[config.mk]
export PLATFORM = sky130hd
export DESIGN_NAME = fb_scan_reader
export DESIGN_NICKNAME = d
export VERILOG_FILES = /design/src/rtl/fb_scan_reader_pkg.sv /design/src/rtl/fb_scan_reader_scan_fifo.sv /design/src/rtl/fb_scan_reader.sv
export SDC_FILE = /design/constraint.sdc
export NUM_CORES = 1
export LEC_CHECK = 0
export ABC_CLOCK_PERIOD_IN_PS = 3900
export CORE_UTILIZATION = 31
export CTS_CLUSTER_DIAMETER = 80
export DETAILED_ROUTE_END_ITERATION = 6
export GPL_ROUTABILITY_DRIVEN = 0
export GPL_TIMING_DRIVEN = 0
export PLACE_DENSITY = 0.53
export SYNTH_ARGS = -nofsm -noshare
export SYNTH_HDL_FRONTEND = slang
export SYNTH_SLANG_ARGS = --single-unit
[constraint.sdc]
create_clock -name a_clk -period 3.9 [get_ports a_clk]
set_input_delay 0.78 -clock a_clk [delete_from_list [all_inputs] [get_ports a_clk]]
set_output_delay 0.78 -clock a_clk [all_outputs]
set_load 0.1 [all_outputs]
[src/rtl/fb_scan_reader_pkg.sv]
// Shared types and constants for the frame-buffer scan reader
// and the frame memory slave it talks to.
package fb_scan_reader_pkg;

   localparam int DEF_ADDR_W = 18;
   localparam int DEF_DATA_W = 16;

   localparam logic [1:0] RESP_OKAY = 2'b00;

   typedef enum logic [1:0] {
      ST_IDLE = 2'd0,
      ST_ADDR = 2'd1,
      ST_DATA = 2'd2
   } scan_state_e;

   function automatic int unsigned cnt_width(input int unsigned depth);
      return $clog2(depth) + 1;
   endfunction

endpackage

[src/rtl/fb_scan_reader_scan_fifo.sv]
// Small synchronous FIFO for the scan reader's pixel output,
// with a synchronous flush used while scanning is disabled.
module scan_fifo
   import fb_scan_reader_pkg::*;
#(
   parameter int WIDTH = 18,
   parameter int DEPTH = 4
) (
   input  logic                     clk_i,
   input  logic                     rst_ni,
   input  logic                     flush_i,
   input  logic                     push_i,
   input  logic [WIDTH-1:0]         wdata_i,
   input  logic                     pop_i,
   output logic [WIDTH-1:0]         rdata_o,
   output logic                     full_o,
   output logic                     empty_o,
   output logic [$clog2(DEPTH):0]   count_o
);

   localparam int AW = $clog2(DEPTH);
   localparam int CW = cnt_width(DEPTH);

   logic [WIDTH-1:0] mem_q [DEPTH];
   logic [AW-1:0]    wr_q;
   logic [AW-1:0]    rd_q;
   logic [CW-1:0]    cnt_q;
   logic             do_push;
   logic             do_pop;

   assign empty_o = (cnt_q == '0);
   assign full_o  = (cnt_q == CW'(DEPTH));
   assign count_o = cnt_q;
   assign rdata_o = mem_q[rd_q];

   assign do_pop  = pop_i && !empty_o;
   assign do_push = push_i && (!full_o || do_pop);

   always_ff @(posedge clk_i or negedge rst_ni) begin
      if (!rst_ni) begin
         wr_q  <= '0;
         rd_q  <= '0;
         cnt_q <= '0;
      end else if (flush_i) begin
         wr_q  <= '0;
         rd_q  <= '0;
         cnt_q <= '0;
      end else begin
         if (do_push) wr_q <= wr_q + 1'b1;
         if (do_pop)  rd_q <= rd_q + 1'b1;
         unique case ({do_push, do_pop})
            2'b10:   cnt_q <= cnt_q + 1'b1;
            2'b01:   cnt_q <= cnt_q - 1'b1;
            default: cnt_q <= cnt_q;
         endcase
      end
   end

   always_ff @(posedge clk_i or negedge rst_ni) begin
      if (!rst_ni) begin
         for (int i = 0; i < DEPTH; i++) mem_q[i] <= '0;
      end else if (do_push) begin
         mem_q[wr_q] <= wdata_i;
      end
   end

endmodule

[src/rtl/fb_scan_reader.sv]
// Sequential frame-memory read master feeding a valid/ready pixel stream.
// Optional FB_SCAN_UNDERRUN_CNT_EN adds a saturating underrun_cnt output.
module fb_scan_reader
   import fb_scan_reader_pkg::*;
#(
   parameter int ADDR_W     = DEF_ADDR_W,
   parameter int DATA_W     = DEF_DATA_W,
   parameter int BASE       = 0,
   parameter int WORDS      = 4096,
   parameter int FIFO_DEPTH = 4
) (
   input  logic              a_clk,
   input  logic              a_rst,
   input  logic              enable,
   output logic              ar_valid,
   input  logic              ar_ready,
   output logic [ADDR_W-1:0] ar_addr,
   output logic              ar_prot,
   input  logic              r_valid,
   output logic              r_ready,
   input  logic [DATA_W-1:0] r_data,
   input  logic [1:0]        r_resp,
   output logic              px_valid,
   input  logic              px_ready,
   output logic [DATA_W-1:0] px_data,
   output logic              px_sof,
   output logic              px_eof,
   output logic              err_sticky
`ifdef FB_SCAN_UNDERRUN_CNT_EN
   ,
   output logic [15:0]       underrun_cnt
`endif
);

   localparam int CW = cnt_width(FIFO_DEPTH);
   localparam logic [ADDR_W-1:0] FIRST = ADDR_W'(BASE);
   localparam logic [ADDR_W-1:0] LAST  = ADDR_W'(BASE + WORDS - 1);

   scan_state_e       state_q, state_d;
   logic [ADDR_W-1:0] ptr_q, ptr_d;
   logic              arv_q, arv_d;
   logic              rrdy_q, rrdy_d;
   logic              err_q, err_d;

   logic              fifo_push;
   logic              fifo_pop;
   logic              fifo_flush;
   logic              fifo_full;
   logic              fifo_empty;
   logic [CW-1:0]     fifo_count;
   logic [DATA_W+1:0] fifo_wdata;
   logic [DATA_W+1:0] fifo_rdata;
   logic              slot_free;

   assign slot_free = (fifo_count < CW'(FIFO_DEPTH));

   always_comb begin
      state_d    = state_q;
      ptr_d      = ptr_q;
      arv_d      = arv_q;
      rrdy_d     = rrdy_q;
      err_d      = err_q;
      fifo_push  = 1'b0;
      fifo_flush = 1'b0;
      unique case (1'b1)
         (state_q == ST_IDLE): begin
            if (enable) begin
               if (slot_free) begin
                  state_d = ST_ADDR;
                  arv_d   = 1'b1;
               end
            end else begin
               ptr_d      = FIRST;
               fifo_flush = 1'b1;
            end
         end
         (state_q == ST_ADDR): begin
            if (ar_ready) begin
               arv_d   = 1'b0;
               rrdy_d  = 1'b1;
               state_d = ST_DATA;
            end
         end
         (state_q == ST_DATA): begin
            if (r_valid) begin
               fifo_push = !fifo_full;
               rrdy_d    = 1'b0;
               ptr_d     = (ptr_q == LAST) ? FIRST : ptr_q + 1'b1;
               if (r_resp != RESP_OKAY) err_d = 1'b1;
               state_d   = ST_IDLE;
            end
         end
         default: begin
            state_d = ST_IDLE;
            arv_d   = 1'b0;
            rrdy_d  = 1'b0;
         end
      endcase
   end

   always_ff @(posedge a_clk or negedge a_rst) begin
      if (!a_rst) begin
         state_q <= ST_IDLE;
         ptr_q   <= FIRST;
         arv_q   <= 1'b0;
         rrdy_q  <= 1'b0;
         err_q   <= 1'b0;
      end else begin
         state_q <= state_d;
         ptr_q   <= ptr_d;
         arv_q   <= arv_d;
         rrdy_q  <= rrdy_d;
         err_q   <= err_d;
      end
   end

   // Tags come from the pointer of the word being returned, not ar_addr.
   assign fifo_wdata = {r_data, (ptr_q == FIRST), (ptr_q == LAST)};
   assign fifo_pop   = px_valid && px_ready;

   scan_fifo #(
      .WIDTH (DATA_W + 2),
      .DEPTH (FIFO_DEPTH)
   ) u_fifo (
      .clk_i   (a_clk),
      .rst_ni  (a_rst),
      .flush_i (fifo_flush),
      .push_i  (fifo_push),
      .wdata_i (fifo_wdata),
      .pop_i   (fifo_pop),
      .rdata_o (fifo_rdata),
      .full_o  (fifo_full),
      .empty_o (fifo_empty),
      .count_o (fifo_count)
   );

   assign ar_valid   = arv_q;
   assign ar_addr    = ptr_q;
   assign ar_prot    = 1'b0;
   assign r_ready    = rrdy_q;
   assign err_sticky = err_q;
   assign px_valid   = !fifo_empty;
   assign {px_data, px_sof, px_eof} = fifo_empty ? '0 : fifo_rdata;

`ifdef FB_SCAN_UNDERRUN_CNT_EN
   logic [15:0] urun_q, urun_d;
   logic        armed_q, armed_d;

   // Starved cycles only count once the frame head has been consumed.
   always_comb begin
      urun_d  = urun_q;
      armed_d = armed_q;
      if (!enable) begin
         urun_d  = '0;
         armed_d = 1'b0;
      end else begin
         if (fifo_pop && px_sof) armed_d = 1'b1;
         if (armed_q && px_ready && !px_valid && (urun_q != 16'hFFFF))
            urun_d = urun_q + 1'b1;
      end
   end

   always_ff @(posedge a_clk or negedge a_rst) begin
      if (!a_rst) begin
         urun_q  <= '0;
         armed_q <= 1'b0;
      end else begin
         urun_q  <= urun_d;
         armed_q <= armed_d;
      end
   end

   assign underrun_cnt = urun_q;
`endif

endmodule
[Word-level counts from Yosys, hierarchy flattened]
Index checks and enable logic that the tools add are counted.
Operators by class
  reductions and logical operators: 20
  bitwise gates (word level): 4
  equal/unequal tests: 11
  add/subtract/negate cells: 5
  multiplexer cells: 33
  $lt $le $gt $ge: 4
Operators with widths (number)
  18-bit 2-to-1 mux: 7
  72-bit bitwise mux: 1
  18-bit binary-select mux with 2-bit select: 1
  18-bit demux with 2-bit select: 1
  18-bit one-hot mux with 2 select lines: 1
  18-bit by 1-bit adder with 18-bit output, second input constant: 1
  18-bit by 12-bit == test with 1-bit output, second input constant: 1
  18-bit zero test: 1
  2-bit 2-to-1 mux: 8
  2-bit != test, second input constant: 5
  1-bit 2-to-1 mux: 9
  3-bit AND reduction: 3
  4-bit AND reduction: 2
  2-bit nonzero test: 4
  3-bit >= comparator, second input constant: 2
  2-bit NOT with 3-bit output: 2
  1-bit one-hot mux with 3 select lines: 2
  2-bit one-hot mux with 3 select lines: 1
  3-bit one-hot mux with 2 select lines: 1
  2-bit by 1-bit adder with 2-bit output, second input constant: 2
  2-bit by 1-bit == test with 1-bit output, second input constant: 2
  2-bit == test, second input constant: 2
  1-bit logical AND: 4
  3-bit by 1-bit adder with 3-bit output, second input constant: 1
  11 further kinds: 13
Storage, ports and cells
  logic and storage cells: 89
  register bits after elaboration: 102
  output and inout bits: 41
  input port bits: 24

[Logic depth before layout (Yosys ltp)]
  depth after elaboration: 9
  mapped depth: 7
  mapped depth without buffers: 6

[By module]
From an unflattened synthesis, not the netlist that was laid out.
Unflattened totals
  cells, all modules: 433
  area, all modules: 5291.3 µm²
By module, submodules not included
  scan_fifo: area each 3657.3 µm², cells an instance 235, times used 1
  fb_scan_reader: area each 1634.1 µm², cells an instance 198, times used 1

[Worst setup path before layout]
No wires, ideal clock.
  kind: flip-flop to output port
  start: register u_fifo.cnt_q[2] (netlist: u_fifo.count_o[2])
  end: output port px_data[10]
  slack: 0.698 ns
  required time: 3.120 ns
  path buffers: 1
  cell stages (with the launch flop): 4
  data arrival time: 2.422 ns
  cells stage by stage: dfrtp_1 > or3_1 > clkbuf_1 > and2_1
Between the ends
  word-level cells in the longest chain between the ends: 2
Ends and longest elaborated chain
  start, declared: line fb_scan_reader_scan_fifo.sv:27  | logic [CW-1:0] cnt_q;
  start signal, assigned: line fb_scan_reader_scan_fifo.sv:52  | 2'b10: cnt_q <= cnt_q + 1'b1;
  start signal, assigned: line fb_scan_reader_scan_fifo.sv:53  | 2'b01: cnt_q <= cnt_q - 1'b1;
  start signal, assigned: line fb_scan_reader_scan_fifo.sv:54  | default: cnt_q <= cnt_q;
  3-bit zero test: line fb_scan_reader_scan_fifo.sv:31  | assign empty_o = (cnt_q == '0);
  18-bit 2-to-1 mux: line fb_scan_reader.sv:143  | assign {px_data, px_sof, px_eof} = fifo_empty ? '0 : fifo_rdata;
  end, declared: line fb_scan_reader.sv:25  | output logic [DATA_W-1:0] px_data,
Every way passes these cells.

[Final worst setup path]
  start: register u_fifo.rd_q[1]
  end: output port px_data[9]
Between the ends
  word-level cells in the longest chain between the ends: 5
Ends and longest elaborated chain
  start, declared: line fb_scan_reader_scan_fifo.sv:26  | logic [AW-1:0] rd_q;
  start signal, assigned: line fb_scan_reader_scan_fifo.sv:50  | if (do_pop) rd_q <= rd_q + 1'b1;
  2-bit NOT with 3-bit output (not written as such): line fb_scan_reader_scan_fifo.sv:34  | assign rdata_o = mem_q[rd_q];
  18-bit binary-select mux with 2-bit select: line fb_scan_reader_scan_fifo.sv:34
  18-bit 2-to-1 mux (not written as such) (2 in series): line fb_scan_reader_scan_fifo.sv:34
  18-bit 2-to-1 mux: line fb_scan_reader.sv:143
Every way passes these cells. The select of a mux whose other input is x is not followed.

==> impl_metrics.ini <==
[synthesis]
yosysTopAreaCellShare_pct = 50.99
ys_async_sr_fraction_pct = 100.0
avgSynthCellArea_sq_um = 12.58
ys_types = 49
synthFlopType = dfrtp_1
synthTopCellsByArea = dfrtp_1, mux2_2, mux4_2
yosys_warnings = 0
ys_seq_elements = 102
yosys.area.top_type = dfrtp_1
synthCells = 398
syn_nets = 429
synth-edff-count = 0
synth-seq-area-share_pct = 50.99
syn_area_sq_um = 5006

[clocking]
path_clk_slew_ps = 70
numCtsBuffers = 9
cts_sinks = 102
cts_buffer_depth = 2
cts_setup_buffers = 0
cts_resized = 14
cts_max_level = 3
postCtsHoldBufs = 0
cts_tree = done
clk_latency_ps = 360
cts_root_buf = clkbuf_16

[route]
ant_nets = 0
dr_total_vias = 3422
first_iter_violations = 169
post_drt_wl_per_cell_um = 16.09
viasPerCell = 4.938
firstDrtPassIters = 4
drc = 0
routed_wl_mm = 11.15

[floorplan]
initial_utilization_pct = 31.63
ios = 65
core_sq_um = 15830
row_count = 46
fp.dieW_um = 129.1
die_area_sq_um = 16660
die_h_um = 129.1

[critical_path]
crit_fanout = 10
crit_slowest_cell = clkdlybuf4s15_1
crit_path_cell_trace = clkbuf_1, clkbuf_2, mux4_2, and2_1, clkdlybuf4s15_1
cp-start-kind = register
slowest_delay_ps = 720
crit_arrival_ps = 2880
required_ps = 3120
crit_type = register to primary output
critPathCaptureType = primary output
cpLargestDelayFamily = buffers and inverters
crit_buf_inv = 3
regToRegSetupSlack_ps = 1430

[flow_run]
drv_cap = 0

[power_and_ir_drop]
ir_drop_mv = 0.3174
p_total_w = 0.004787
leakagePower_nw = 2.733
power_density_nw_per_um2 = 769.4

[sta]
fmax_mhz = 273.0
timing.hold.ws_ps = 454.4
drv_slew = 0
rsz0062_at_grt = no
period_minus_slack_ps = 3663
worst_pin_slew_ps = 991.7
hold_viol = 0
min_period_over_period_pct = 93.93
slew_headroom_pct = 33.68
clock_skew_ps = 7.171
setup_violations = 0

[cells_and_area]
syn2layout_area_growth_pct = 24.29
drive_gt1_share_pct = 26.62
final_nets = 504
num-fill-cells = 1512
diodes = 0

[global_route]
track_usage_pct = 14.70
grt_antenna_before_repair = 0
grt-ovfl-total = 0
grt_pass1_wl_mm = 18.62
grt_max_degree = 57
grt_pass1_vias = 3537

[place]
hpwl_mm = 7.560
portBuffers = 63

[min_path]
worstHoldPathType = input port to async pin

[status]
status = complete, no violations
-- cell usage after synthesis (4+ instances only) --
cell type	count
dfrtp_1	102
xnor2_1	4
mux2_2	71
and3_1	6
nand2_2	4
nor4_1	6
inv_1	8
nor2b_1	4
nand3_1	11
nand2_1	21
mux4_2	18
and2_1	18
mux2i_1	5
o21ai_0	18
ha_1	6
nor3_1	4
nor2_1	21
nand4_1	9
a21oi_1	9
clkbuf_1	12
a211oi_1	4
-- placed cells by master (no fill, tap or decap), types with 2 or more instances in the layout --
cell             netlist  layout
a211oi_1               4       4
a21oi_1                9       9
and2_1                18      18
and3_1                 6       6
buf_2                  2       2
buf_4                  2       3
buf_6                  3       3
clkbuf_1              12      11
clkbuf_16              0       9
clkdlybuf4s15_1        0       2
clkdlybuf4s50_1        0      53
clkinvlp_4             0       2
dfrtp_1              102     102
dlygate4sd2_1          0       6
ha_1                   6       6
inv_1                  8       8
mux2_2                71      71
mux2i_1                5       5
mux4_2                18      18
nand2_1               21      21
nand2_2                4       4
nand3_1               11      11
nand4_1                9       9
nor2_1                21      21
nor2b_1                4       4
nor3_1                 4       4
nor3b_1                2       2
nor4_1                 6       6
o21ai_0               18      18
o31ai_1                3       3
or3_1                  2       2
xnor2_1                4       4
xor2_1                 2       2
-- metal layers --
| layer | wire length [um] | vias up | global-route usage (%) | part of all wire, % |
|---|---|---|---|---|
| li1 | - | 1597 | - | - |
| met1 | 5024 | 1727 | 19.08 | 45 |
| met4 | 144 | 0 | 5.190 | 1.3 |
| met2 | 5494 | 86 | 23.97 | 49 |
| met5 | 0 | - | 0 | 0 |
| met3 | 486 | 12 | 3.592 | 4.4 |
-- flip-flops by register name (all words and copies together) (netlist names) --
signal,flops
state_q,2
u_fifo.wr_q,2
u_fifo.count_o,3
u_fifo.rd_q,2
ar_addr,18
ar_valid,1
err_sticky,1
r_ready,1
u_fifo.mem_q,72
-- power by group --
group	switching (W)	internal, W	leakage, nW
Combinational	0.00165	0.000786	1.23
Sequential	0.000135	0.00131	1.36
Clock	0.000402	0.000499	0.140
-- logic make-up after synthesis --
family	synth area share, %
AOI/OAI and AO/OA	5.349
xor gates and xnor gates	1.050
adders and majority gates	1.900
buffers and inverters	3.024
DFF	50.99
muxes	25.07
other	0.07491
and+or+nand+nor	12.55
-- metrics by stage --
step / TNS [ps] / utilization [%] / instance area [sq um] / setup slack (ps) / std cells
floorplan: 0 / - / 5006 / 697.7 / 398
global placement: -192660 / 37.32 / 5907 / -1897 / 677
detailed placement: -167.2 / 37.48 / 5932 / -39.03 / 678
CTS: 0 / 39.31 / 6222 / 152.3 / 693
global route: 0 / 39.31 / 6222 / 83.17 / 693
finish: 0 / 39.31 / 6222 / 236.7 / 693
-- worst reg2reg max path: cells and delay by family, from the launching register on --
family                 cells  cell delay (ps)
AND/OR/NAND/NOR            3             1210
flip-flops                 1              340
buffers and inverters      1              290
AO/OA/AOI/OAI              2              490
-- worst paths after layout --
check | start | endpoint | cells past startpoint
setup / recovery | u_fifo.rd_q[1] | px_data[9] | 5
hold / removal | a_rst | u_fifo.mem_q[46] | 1
setup reg to reg | ar_addr[3] | ar_addr[3] | 6
hold reg to reg | err_sticky | err_sticky | 1
max in group asynchronous | a_rst | ar_addr[3] | 2
min in group a_clk | err_sticky | err_sticky | 1
-- final cells by class --
type	instances	area, sq um	share of cell area, %
buffer	21	122.6	1.971
clock buffer	9	225.2	3.620
clock inverter	6	70.07	1.126
inverter	8	30.03	0.4826
multi-input combinational	267	2302	37.00
sequential	102	2552	41.02
tap	216	270.3	4.343
timing repair buffer	64	649.4	10.44
(Power assumes the default switching activity.)
